## src/rtl/jvm_pkg.sv

```systemverilog
// rtl/jvm_pkg.sv - shared JVM opcode constants and decoder state encoding
package jvm_pkg;

    localparam logic [7:0] OP_NOP         = 8'h00;
    localparam logic [7:0] OP_ICONST_0    = 8'h03;
    localparam logic [7:0] OP_ICONST_1    = 8'h04;
    localparam logic [7:0] OP_BIPUSH      = 8'h10;
    localparam logic [7:0] OP_SIPUSH      = 8'h11;
    localparam logic [7:0] OP_LDC         = 8'h12;
    localparam logic [7:0] OP_IADD        = 8'h60;
    localparam logic [7:0] OP_IINC        = 8'h84;
    localparam logic [7:0] OP_GOTO        = 8'ha7;
    localparam logic [7:0] OP_RET         = 8'ha9;
    localparam logic [7:0] OP_TABLESWITCH = 8'haa;
    localparam logic [7:0] OP_NEWARRAY    = 8'hbc;

    typedef enum logic [1:0] {
        ST_OPC  = 2'd0,
        ST_OP1  = 2'd1,
        ST_OP2  = 2'd2,
        ST_EMIT = 2'd3
    } dec_state_e;

    function automatic logic [1:0] instr_len(input logic [1:0] cnt);
        return cnt + 2'd1;
    endfunction

endpackage

```

## src/rtl/bc_len_table.sv

```systemverilog
// rtl/bc_len_table.sv - combinational operand-count and illegal-opcode lookup
module bc_len_table
    import jvm_pkg::*;
(
    input  logic [7:0] opcode,
    output logic [1:0] count,
    output logic       illegal
);

    always_comb begin
        count   = 2'd0;
        illegal = 1'b0;
        // Illegal opcodes (variable-length switches, wide, goto_w/jsr_w, ...) decode as 1 byte
        if (opcode >= 8'hca ||
            opcode inside {OP_TABLESWITCH, 8'hab, 8'hb9, 8'hba, 8'hc4, 8'hc5, 8'hc8, 8'hc9}) begin
            illegal = 1'b1;
        end else if (opcode inside {OP_BIPUSH, OP_LDC, [8'h15:8'h19], [8'h36:8'h3a],
                                    OP_RET, OP_NEWARRAY}) begin
            count = 2'd1;
        end else if (opcode inside {OP_SIPUSH, 8'h13, 8'h14, OP_IINC, [8'h99:OP_GOTO], 8'ha8,
                                    [8'hb2:8'hb8], 8'hbb, 8'hbd, 8'hc0, 8'hc1, 8'hc6, 8'hc7}) begin
            count = 2'd2;
        end
    end

endmodule

```

## src/rtl/bytecode_decode.sv

```systemverilog
// rtl/bytecode_decode.sv - byte-stream JVM instruction assembler with ready/valid handshakes
module bytecode_decode
    import jvm_pkg::*;
(
    input  logic        clk,
    input  logic        rst,
    input  logic        flush,
    input  logic [7:0]  in_instr,
    input  logic [11:0] in_pc,
    input  logic        in_valid,
    output logic        in_ready,
    output logic        out_valid,
    input  logic        out_ready,
    output logic [7:0]  out_opcode,
    output logic [15:0] out_operand,
    output logic [1:0]  out_len,
    output logic [11:0] out_pc,
    output logic        out_illegal
);

    dec_state_e  state_q, state_d;
    logic [7:0]  opcode_q, opcode_d;
    logic [15:0] operand_q, operand_d;
    logic [1:0]  len_q, len_d;
    logic [11:0] pc_q, pc_d;
    logic        illegal_q, illegal_d;
    logic [1:0]  cnt_q, cnt_d;

    logic [1:0]  tbl_count;
    logic        tbl_illegal;
    logic        accept;

    bc_len_table u_len_table (
        .opcode  (in_instr),
        .count   (tbl_count),
        .illegal (tbl_illegal)
    );

    // In EMIT a new byte may only enter when the held instruction leaves this cycle
    assign in_ready  = !flush && ((state_q != ST_EMIT) || out_ready);
    assign accept    = in_valid && in_ready;
    assign out_valid = (state_q == ST_EMIT);

    always_comb begin
        state_d   = state_q;
        opcode_d  = opcode_q;
        operand_d = operand_q;
        len_d     = len_q;
        pc_d      = pc_q;
        illegal_d = illegal_q;
        cnt_d     = cnt_q;

        if (flush) begin
            state_d = ST_OPC;
        end else begin
            if ((state_q == ST_OPC || state_q == ST_EMIT) && accept) begin
                opcode_d  = in_instr;
                pc_d      = in_pc;
                operand_d = 16'h0000;
                cnt_d     = tbl_count;
                illegal_d = tbl_illegal;
                len_d     = instr_len(tbl_count);
                state_d   = (tbl_count == 2'd0) ? ST_EMIT : ST_OP1;
            end else begin
                case (state_q)
                    ST_OP1: begin
                        if (accept) begin
                            if (cnt_q == 2'd2) begin
                                operand_d[15:8] = in_instr;
                                state_d         = ST_OP2;
                            end else begin
                                operand_d[7:0] = in_instr;
                                state_d        = ST_EMIT;
                            end
                        end
                    end
                    ST_OP2: begin
                        if (accept) begin
                            operand_d[7:0] = in_instr;
                            state_d        = ST_EMIT;
                        end
                    end
                    ST_EMIT: begin
                        if (out_ready) begin
                            state_d = ST_OPC;
                        end
                    end
                    default: ;
                endcase
            end
        end
    end

    always_ff @(posedge clk) begin
        if (rst) begin
            state_q   <= ST_OPC;
            opcode_q  <= 8'h00;
            operand_q <= 16'h0000;
            len_q     <= 2'd1;
            pc_q      <= 12'h000;
            illegal_q <= 1'b0;
            cnt_q     <= 2'd0;
        end else begin
            state_q   <= state_d;
            opcode_q  <= opcode_d;
            operand_q <= operand_d;
            len_q     <= len_d;
            pc_q      <= pc_d;
            illegal_q <= illegal_d;
            cnt_q     <= cnt_d;
        end
    end

    assign out_opcode  = opcode_q;
    assign out_operand = operand_q;
    assign out_len     = len_q;
    assign out_pc      = pc_q;
    assign out_illegal = illegal_q;

endmodule

```

## config.mk

```make
export PLATFORM = sky130hd
export DESIGN_NAME = bytecode_decode
export DESIGN_NICKNAME = d
export VERILOG_FILES = /design/src/rtl/jvm_pkg.sv /design/src/rtl/bc_len_table.sv /design/src/rtl/bytecode_decode.sv
export SDC_FILE = /design/constraint.sdc
export NUM_CORES = 1
export LEC_CHECK = 0
export ABC_AREA = 0
export CORE_ASPECT_RATIO = 1.4
export CORE_MARGIN = 2
export CORE_UTILIZATION = 33
export CTS_CLUSTER_DIAMETER = 50
export DETAILED_ROUTE_END_ITERATION = 16
export PLACE_DENSITY = 0.6
export SYNTH_ARGS = -nofsm -noshare
export SYNTH_HDL_FRONTEND = slang
export SYNTH_SLANG_ARGS = --single-unit
```

## constraint.sdc

```tcl
create_clock -name clk -period 2.36 [get_ports clk]
set_input_delay 0.236 -clock clk [delete_from_list [all_inputs] [get_ports clk]]
set_output_delay 0.236 -clock clk [all_outputs]
set_load 0.1 [all_outputs]
```

* After elaboration in Yosys (flattened, before gate mapping)
Index checks and enable logic that the tools add are counted.
Storage, ports and cells: bits of input ports 25, bits in registers 43, logic and storage cells 95
Operators by class: order comparisons 9, multiplexer cells 18, add/sub/neg operators 1, bitwise operators 1, reduce and logical (&&, ||, !) cells 26, equality and inequality tests 32
Operator list (count):
- == test 8 bit (second input constant) | 18
- == test 8 x 5 -> 1 bit (second input constant) | 5
- 2-to-1 mux 16 bit | 2
- 2-to-1 mux 8 bit | 4
- greater-or-equal comparator 8 bit (second input constant) | 3
- less-or-equal comparator 8 bit (second input constant) | 2
- 2-to-1 mux 2 bit | 8
- case mux 8 bit (2 select lines) | 1
- nonzero test 13 bit | 1
- != test 3 bit (second input constant) | 3
- greater-or-equal comparator 8 x 5 -> 1 bit (second input constant) | 1
- greater-or-equal comparator 8 x 6 -> 1 bit (second input constant) | 1
- less-or-equal comparator 8 x 5 -> 1 bit (second input constant) | 1
- less-or-equal comparator 8 x 6 -> 1 bit (second input constant) | 1
- AND reduction 4 bit | 2
- nonzero test 8 bit | 1
- logical AND 1 bit | 7
- == test 2 bit (second input constant) | 3
- case mux 2 bit (3 select lines) | 1
- nonzero test 2 bit | 3
- nonzero test 6 bit | 1
- AND reduction 5 bit | 1
- zero test 2 bit | 2
- nonzero test 4 bit | 1
- 11 further kinds | 14

* Depth between registers and ports, before layout
Gate-level depths: netlist of the first run.
word-level depth 9, depth in mapped cells 9

* Hierarchy
From an unflattened synthesis of the first run, not the netlist that was laid out.
Unflattened totals: cells, all modules 275, area total of the unflattened synthesis 2254.7 µm²
Modules (own cells, without submodules):
- bytecode_decode | area an instance 1864.3 µm², times used 1, seq. area each 860.8 µm², cells each 215
- bc_len_table | area an instance 390.4 µm², times used 1, seq. area each 0.0 µm², cells each 60

* Worst setup path after synthesis of the first run
No wires, ideal clock.
path type register to output, start point register state_q[0], end point output in_ready, data required time 2.124 ns, arrival time 2.563 ns, path slack -0.439 ns, buffers on the path 0, cell stages (with the launch flop) 4, cell sequence dfxtp_1 ha_1 nor2b_2 nor2_1
On the way: cells in the longest elaborated chain, start to end 3
Ends and longest elaborated chain:
- start, declared | RTL line bytecode_decode.sv:21 | dec_state_e state_q, state_d;
- start signal, assigned | RTL line bytecode_decode.sv:104 | state_q <= state_d;
- != test 2 bit | RTL line bytecode_decode.sv:40 | assign in_ready = !flush && ((state_q != ST_EMIT) || out_ready);
- logical OR 1 bit | RTL line bytecode_decode.sv:40
- logical AND 1 bit | RTL line bytecode_decode.sv:40
- end, declared | RTL line bytecode_decode.sv:11 | output logic in_ready,
Every way passes these cells.

* Worst setup path in the final report of the first run
start point input in_instr[2], end point register state_q[1]
On the way: cells in the longest elaborated chain, start to end 9, elaborated cells between the ends (all ways) 46, classes of those cells order compare (9); eq/ne (23); mux (5); reduce/logical (9)
Ends and longest elaborated chain:
- start, declared | RTL line bytecode_decode.sv:8 | input logic [7:0] in_instr,
- greater-or-equal comparator 8 bit / less-or-equal comparator 8 bit (equally long branches) | RTL line bc_len_table.sv:20 | end else if (opcode inside {OP_SIPUSH, 8'h13, 8'h14, OP_IINC, [8'h99:OP_GOTO], 8'ha8,
- logical AND 1 bit | RTL line bc_len_table.sv:20
- nonzero test 13 bit | RTL line bc_len_table.sv:20
- 2-to-1 mux 2 bit | RTL line bc_len_table.sv:20
- 2-to-1 mux 2 bit | RTL line bc_len_table.sv:17 | end else if (opcode inside {OP_BIPUSH, OP_LDC, [8'h15:8'h19], [8'h36:8'h3a],
- 2-to-1 mux 2 bit * | RTL line bc_len_table.sv:14 | if (opcode >= 8'hca ||
- zero test 2 bit * | RTL line bytecode_decode.sv:63 | state_d = (tbl_count == 2'd0) ? ST_EMIT : ST_OP1;
- 2-to-1 mux 2 bit * | RTL line bytecode_decode.sv:63
- 2-to-1 mux 2 bit * | RTL line bytecode_decode.sv:56 | if ((state_q == ST_OPC || state_q == ST_EMIT) && accept) begin
Mark *: on every way between the ends. The rest lies on a longest branch, timed or not. A chain may end at the register's enable or synchronous reset.

==> results of run 1 <==
## sequential cells by signal, indices dropped and copies added (netlist names)
signal       flops
out_operand     16
out_pc          12
out_opcode       8
cnt_q            2
out_len          2
state_q          2
out_illegal      1
## stage by stage
stage | hold WS, ps | power (W) | cells
after global placement | 444 | 0.00139 | 409
final | 459 | 0.00184 | 417
after global routing | 473 | 0.00193 | 417
after floorplan | 372 | 0.00124 | 273
after detailed placement | 450 | 0.00140 | 409
after CTS | 462 | 0.00186 | 417
## kinds of logic after synthesis
logic type / Yosys count / synth area share (%)
fa+ha+maj: 5 / 2.84
compound gates: 78 / 23.7
buf+inv: 29 / 7.68
flops: 43 / 39.1
simple gates: 118 / 26.6
## worst max-delay path: stages
cell	delay (ps)
sky130_fd_sc_hd__clkdlybuf4s50_1	640
sky130_fd_sc_hd__nor3_1	110
sky130_fd_sc_hd__or3_1	360
sky130_fd_sc_hd__a31oi_1	230
sky130_fd_sc_hd__nor2_1	80
sky130_fd_sc_hd__ha_1	180
sky130_fd_sc_hd__a221oi_1	270
sky130_fd_sc_hd__a311oi_1	80
## routing by layer
metal	vias up	global-route usage [%]
li1	1096	-
met1	994	20.0
met2	51	29.7
met3	4	3.80
met4	0	5.13
met5	-	0
## cells in the final DEF (no fill, tap or decap), types with 6 or more instances in the layout
master                             n
sky130_fd_sc_hd__o21ai_0           8
sky130_fd_sc_hd__a21oi_1          45
sky130_fd_sc_hd__nand2_1          57
sky130_fd_sc_hd__dfxtp_1          43
sky130_fd_sc_hd__nand4_1          11
sky130_fd_sc_hd__buf_4            60
sky130_fd_sc_hd__clkdlybuf4s50_1  24
sky130_fd_sc_hd__nand3_1          11
sky130_fd_sc_hd__nor2_1           12
sky130_fd_sc_hd__inv_1             6
## worst min path at each step
stage / slack (ps) / depth (start not counted) / to / start
after floorplan: 370 / 2 / out_pc[0] / in_pc[0]
after global placement: 440 / 2 / out_opcode[7] / out_opcode[7]
after detailed placement: 450 / 2 / out_opcode[7] / out_opcode[7]
after CTS: 460 / 2 / out_opcode[7] / out_opcode[7]
after global routing: 470 / 3 / out_pc[5] / in_pc[5]
final: 460 / 2 / out_opcode[2] / out_opcode[2]
## area by class of cell
class / instances / share of cell area (%)
multi-input combinational: 201 / 40.0
sequential: 43 / 29.4
timing repair buffer: 84 / 23.6
tap: 74 / 3.16
clock buffer: 6 / 2.48
inverter: 7 / 0.897
clock inverter: 2 / 0.427
## synthesized netlist by cell type, types with 4 or more instances
cell type	n	area share, %
sky130_fd_sc_hd__inv_1	6	1.0
sky130_fd_sc_hd__clkbuf_1	6	1.0
sky130_fd_sc_hd__nand4_1	11	3.1
sky130_fd_sc_hd__a21oi_1	45	10
sky130_fd_sc_hd__nand2_1	57	9.7
sky130_fd_sc_hd__buf_4	4	1.4
sky130_fd_sc_hd__buf_6	5	2.6
sky130_fd_sc_hd__buf_2	6	1.4
sky130_fd_sc_hd__dfxtp_1	43	39
sky130_fd_sc_hd__nand3_1	11	2.5
sky130_fd_sc_hd__o21ai_0	8	1.8
sky130_fd_sc_hd__ha_1	5	2.8
sky130_fd_sc_hd__nor2_1	13	2.2
## report_power, final
group | total, W | internal [W] | switching [W]
Clock | 0.000465 | 0.000207 | 0.000258
Combinational | 0.000588 | 0.000165 | 0.000423
Sequential | 0.000787 | 0.000763 | 0.0000236
==> impl_summary.txt, run 1 <==
----------------------------------------------------
[Run status]
  Run status ... finished clean

[CTS]
  Post-CTS Hold Fix Bufs ... 0
  Clock sink total ... 43
  Clock Pin Slew Worst Setup and Hold Paths ... 80 ps
  H-tree levels ... 2
  Inserted Clock Buffers ... 5
  CTS max path bufs ... 2
  Root buffer cell ... sky130_fd_sc_hd__clkbuf_8
  Clock latency on the worst-skew pair ... 290 ps
  TritonCTS clock tree ... done
  Number of buffers added for setup after CTS ... 0
  Cells resized by post-CTS repair ... 0

[Drt]
  Detailed-route via count ... 2,145
  Total detailed-routing wirelength ... 5940 um
  Number of optimization iterations in the first detailed-route pass ... 4
  Number of nets with antenna violations after routing ... 0
  Met2 wire length ... 3090 um
  Mean routed wirelength per cell ... 14.2 um
  Iter 0 DRT Violations ... 123
  Sum of routed wire segments on met1 ... 2480 um
  Via density ... 5.14
  Drc violations ... 0
  Routed length on met3 ... 310 um
  Highest routing layer actually used ... met4

[Place]
  Number of buffer cells added on primary ports ... 65
  Post-DP Area ... 2840 um2
  HPWL Detailed ... 4330 um
  Final estimated routing congestion in global placement ... 0.762
  Pre-CTS setup slack ... 48.4 ps

[Finish]
  Proportion of layout cells with a drive suffix above 1 ... 24.8%
  Area used by multi-input combinational logic ... 1170 um2
  Sequential Area ... 861 um2
  Fill cell total of the finished layout ... 674
  Utilization of the core after routing ... 44.9%
  # nets final ... 372
  Finished layout cell area ... 2930 um2
  Antenna Diode Count ... 0
  Area growth from synthesis to layout ... 33.1%

[Flow run]
  Number of max-cap violations ... 0

[Timing]
  Transition at the pin with the smallest max-transition slack ... 487 ps
  Setup ws final ... 341 ps
  Final-report hold violation count ... 0
  Setup repair after global routing missed its margin ... false
  Layout Skew ... 2.24 ps
  Final Cycle Share ... 85.5%
  Total of endpoints with negative setup slack in the final report ... 0
  Minimum clock period after layout ... 2020 ps
  Worst slew margin relative to its limit ... 67.5%
  Maximum frequency from static timing analysis ... 0.495 GHz
  Count of final max-slew check failures ... 0
  Setup_tns ... 0 ps

[GRT]
  Pin count of the biggest net entering global routing ... 42
  Number of antenna violations at the first check in global routing ... 0
  Via count of the first global-routing pass ... 2,008
  Global route overflow ... 0
  GRT Overall Usage ... 16.9%
  Wire length of the first global-routing pass ... 9750 um

[Die]
  Count of standard-cell rows ... 35
  Core Box Area ... 6530 um2
  Initial cell density of the core ... 33.7%
  Boundary pin count ... 66
  Die boundary width ... 73 um
  Die Ht ... 101 um
  Die ar. ... 7340 um2

[Logic synthesis]
  Number of instances in the synthesized netlist ... 273
  Sequential share of the synthesized area ... 39.1%
  Mapped Avg Cell Area ... 8.06 um2
  Number of unique standard cell types used by synthesis ... 55
  Predominant post-synthesis flop cell ... sky130_fd_sc_hd__dfxtp_1
  EDFF count, synth ... 0
  FF+latch count, synth ... 43
  Post-Syn Nets ... 303
  Netlist Area Pre-Place ... 2200 um2
  Total of warnings raised by yosys ... 0
  Post-synthesis async set-or-reset flop share ... 0%

[Power]
  Standby leakage power ... 1.14 nW
  Pwr per Cell Area ... 628 nW/um2
  VDD IR max ... 0.328 mV

[Critical path]
  Number of cells on the worst reg-to-reg path ... 7
  Critical path type ... in2reg
  Critical path capture point ... state_q[1]
  Setup slack on the worst flop-to-flop path ... 410 ps
  Largest fanout on the critical path ... 10
  Critical Path Start Type ... input port
  Signal arrival time at the worst endpoint ... 2190 ps
  Critical path launch point ... in_instr[2]
  Reg2Reg Capture Point ... out_opcode[3]
  Element type at the critical path end ... flop
  Req. time, crit path ... 2530 ps
  Launch instance of the worst register-to-register path ... state_q[0]

[Worst hold path]
  Hold WC Path Type ... reg2reg

----------------------------------------------------
(Power assumes the default switching activity.)
==> run 2, diff against run 1 <==
HOLD_SLACK_MARGIN = 0.1   (was not set)
==> results of run 2 <==
No change in the layout: final DEF, timing and power equal those of run 1.
